$ cat src/rtl/rr_arbiter_4.sv
`default_nettype none
// ============================================================================
//  Module   : rr_arbiter_4
//  Purpose  : 4-way round-robin arbiter, registered one-hot grant, bounded tenure
//  Revision : 1.0  initial release
// ============================================================================
module rr_arbiter_4 #(
    parameter int MAX_HOLD = 8,
    parameter int HOLD_W   = 4
) (
    input  logic       clk,
    input  logic       rst,
    input  logic       En,
    input  logic [3:0] req,
    output logic [3:0] gnt,
    output logic [1:0] gnt_idx,
    output logic       busy
);

    typedef enum logic [0:0] {
        IDLE  = 1'b0,
        GRANT = 1'b1
    } state_t;

    localparam logic [HOLD_W-1:0] HOLD_LIMIT = HOLD_W'(MAX_HOLD);

    state_t            state, state_next;
    logic [1:0]        ptr, ptr_next;
    logic [1:0]        idx_next;
    logic [1:0]        winner;
    logic [3:0]        gnt_next;
    logic              busy_next;
    logic [HOLD_W-1:0] hold_cnt, hold_next;
    logic              release_now;

    function automatic logic [3:0] decode(input logic [1:0] i);
        return 4'b0001 << i;
    endfunction

    // Scan from lowest to highest priority so the highest-priority requester wins last.
    always_comb begin
        winner = ptr;
        for (int k = 3; k >= 0; k--) begin
            if (req[ptr + 2'(k)]) begin
                winner = ptr + 2'(k);
            end
        end
    end

    assign release_now = !req[gnt_idx] || (hold_cnt >= HOLD_LIMIT);

    always_comb begin
        state_next = state;
        gnt_next   = gnt;
        idx_next   = gnt_idx;
        busy_next  = busy;
        ptr_next   = ptr;
        hold_next  = hold_cnt;
        case (state)
            IDLE: begin
                gnt_next  = 4'b0000;
                busy_next = 1'b0;
                if (En && (req != 4'b0000)) begin
                    state_next = GRANT;
                    idx_next   = winner;
                    gnt_next   = decode(winner);
                    busy_next  = 1'b1;
                    hold_next  = HOLD_W'(1);
                end
            end
            GRANT: begin
                if (release_now) begin
                    state_next = IDLE;
                    gnt_next   = 4'b0000;
                    busy_next  = 1'b0;
                    ptr_next   = gnt_idx + 2'd1;
                    hold_next  = '0;
                end else if (hold_cnt < HOLD_LIMIT) begin
                    hold_next = hold_cnt + HOLD_W'(1);
                end
            end
            default: begin
                state_next = IDLE;
                gnt_next   = 4'b0000;
                busy_next  = 1'b0;
                hold_next  = '0;
            end
        endcase
    end

    always_ff @(posedge clk or posedge rst) begin
        if (rst) begin
            state    <= IDLE;
            gnt      <= 4'b0000;
            gnt_idx  <= 2'b00;
            busy     <= 1'b0;
            ptr      <= 2'b00;
            hold_cnt <= '0;
        end else begin
            state    <= state_next;
            gnt      <= gnt_next;
            gnt_idx  <= idx_next;
            busy     <= busy_next;
            ptr      <= ptr_next;
            hold_cnt <= hold_next;
        end
    end

endmodule
`default_nettype wire
$ cat config.mk
export PLATFORM = sky130hd
export DESIGN_NAME = rr_arbiter_4
export DESIGN_NICKNAME = d
export VERILOG_FILES = /design/src/rtl/rr_arbiter_4.sv
export SDC_FILE = /design/constraint.sdc
export NUM_CORES = 1
export LEC_CHECK = 0
export CORE_UTILIZATION = 45
export DETAILED_ROUTE_END_ITERATION = 16
export GPL_TIMING_DRIVEN = 1
export HOLD_SLACK_MARGIN = 0.02
export PLACE_DENSITY = 0.74
export SLEW_MARGIN = 40
export SYNTH_ARGS = -nofsm -noshare
export SYNTH_HDL_FRONTEND = slang
export SYNTH_SLANG_ARGS = --single-unit
$ cat constraint.sdc
create_clock -name clk -period 1.5 [get_ports clk]
set_clock_uncertainty 0.05 [all_clocks]
set_input_delay 0.45 -clock clk [delete_from_list [all_inputs] [get_ports clk]]
set_output_delay 0.45 -clock clk [all_outputs]
set_load 0.01 [all_outputs]
==> flow_summary.ini <==
[status]
status = complete, but fails checks
violations = setup timing

[global_routing]
track_usage_pct = 21.8
grt_pass1_vias = 666
overflow = 0
grt_pass1_wl_um = 3020
antenna_found_initial = 0
grt_max_degree = 15

[yosys]
avgSynthCellArea_um2 = 9.91
synthArstFlopShare_pct = 100
ys_seq_area_share_pct = 45.9
synth_edf_count = 0
yosys_warnings = 0
syn-num-nets = 86
syn_area_um2 = 763
ys_ff_latch = 14
synth_cells = 77
ys_dominant_reg_cell = dfrtp_1
synth_cell_types = 31

[route]
ant_nets = 0
dr.pass1.iters = 4
wire_per_inst_um = 16.6
totalWireLength_um = 1990
dr_total_vias = 707
drt_iter0_drc = 23
drt-vias-per-instance = 5.89
drc = 0

[timing]
worst_slew_pin_slew_ns = 0.465
tns_ns = -0.292
fin_crit_sh_pct = 106
period_needed_ns = 1.59
fmax_mhz = 631
finalMaxSlewViolations = 0
relSlewSlack_pct = 68.5
finalSetupViolations = 8
final.setup.worst_slack_ns = -0.0857
final-hold-violation-count = 0
rsz0062_at_grt = true
whs_ns = 0.403

[floorplan]
fp.dieH_um = 43.2
coreArea_um2 = 1540
dieArea_um2 = 1860
row_count = 14
initial_core_util_pct = 49.5
die_w_um = 43.2
ios = 14

[worst_setup_path]
cp_max_fo = 3
end_kind = register
critical_path_class = register to register
critPathRequiredTime_ns = 1.62
arrival_ns = 1.71
critPathLaunchType = register

[placed_design]
placed_area_um2 = 973
hpwl_um = 1270
gp_congestion = 0.815
port-buffer-count = 13

[layout]
nNetsFinal = 114
drive_above_1_share_pct = 35.6
layout_common_cells = 13 x dfrtp_1, 11 x buf_4, 7 x nand2_1
area_growth_pct = 42.5
final_common_cell = dfrtp_1
final_area_um2 = 1090
utilization_pct = 70.5
n_antenna_cell = 0

[clock_tree]
cts_tree = built
clock_latency_ns = 0.28
root_buffer = clkbuf_4
numCtsBuffers = 3
clkTransAtPathRegs_ns = 0.09
cts_max_path_buffers = 2
cts_max_level = 1
clock-sinks = 14
ctsHoldBuffers = 0

[power]
p_total_w = 0.00196
p_leak_nw = 0.528
peakVddDrop_uv = 1290
p_per_area_nw_per_um2 = 1800

[run]
drv_cap = 0

[min_path]
hold_path.class = primary input to async pin
## where the power goes
part           internal, W  switching [W]
Clock             0.000148       0.000128
Combinational     0.000526       0.000487
Sequential        0.000520       0.000148
Total              0.00119       0.000762
## critical path, cell delays in order, from the launching register on
cell	delay (ns)
dfrtp_2	0.40
mux4_2	0.52
nand2b_1	0.12
nand2_2	0.08
mux2_4	0.30
## timing repair
action	4_1_cts	5_1_grt
pin swaps	8	6
resized for setup	21	19
setup endpoints to repair	21	13
setup buffers	1	2
## cells by family after synthesis
kind of cell	synth area share (%)
muxes	7.21
and+or+nand+nor	18.7
DFF	45.9
xor gates and xnor gates	1.15
AOI/OAI and AO/OA	19.3
buffers and inverters	4.43
adders and majority gates	3.28
## worst paths after layout
kind | startpoint | endpoint | slack, ns | cells past startpoint
min | rst | gnt[3] | 0.40 | 3
max in group asynchronous | rst | gnt_idx[1] | 0.82 | 3
min in group clk | busy | busy | 0.45 | 1
max reg2reg | gnt_idx[1] | ptr[1] | -0.09 | 4
min reg2reg | busy | busy | 0.45 | 1
max | gnt_idx[1] | ptr[1] | -0.09 | 4
## final cells by class
class,instances,area (um2)
repair buffers,25,196
multi-input cells,56,464
clock buffers,4,36.3
fillers,121,454
inverters,5,18.8
flip-flops and latches,14,352
well taps,16,20.0
## synthesized netlist by cell type (all sizes together) (2+ instances only)
cell	n	area share (%)
nand2b	3	2.5
dfrtp	14	46
o21a	2	2.0
nor2	3	1.5
inv	5	2.5
o31ai	3	3.0
nand3b	2	2.0
o21ai	6	3.9
mux2	2	3.0
nor2b	5	4.1
ha	2	3.3
nand3	2	1.3
a21oi	4	2.6
nand2	9	4.4
## routing by layer
metal / wire length [um] / part of all wire, % / vias up / track usage, %
met3: 107 / 5.4 / 4 / 4.68
met1: 839 / 42 / 347 / 28.0
met2: 1010 / 51 / 29 / 37.0
li1: - / - / 327 / -
met4: 27 / 1.4 / 0 / 5.45
met5: 0 / 0 / - / 0
## through the flow
stage	std cells	worst slack [ns]
3_5_place_dp	113	-0.602
6_report	120	-0.0857
4_1_cts	118	-0.0923
2_1_floorplan	77	-0.0732
5_1_grt	120	-0.110
3_3_place_gp	113	-0.572
## state kept, by name, indices dropped and copies added, names as in the netlist
name,count
hold_cnt,4
busy,1
ptr,2
gnt_idx,2
state,1
gnt,4
No activity file was read; power rests on OpenSTA's default activity.
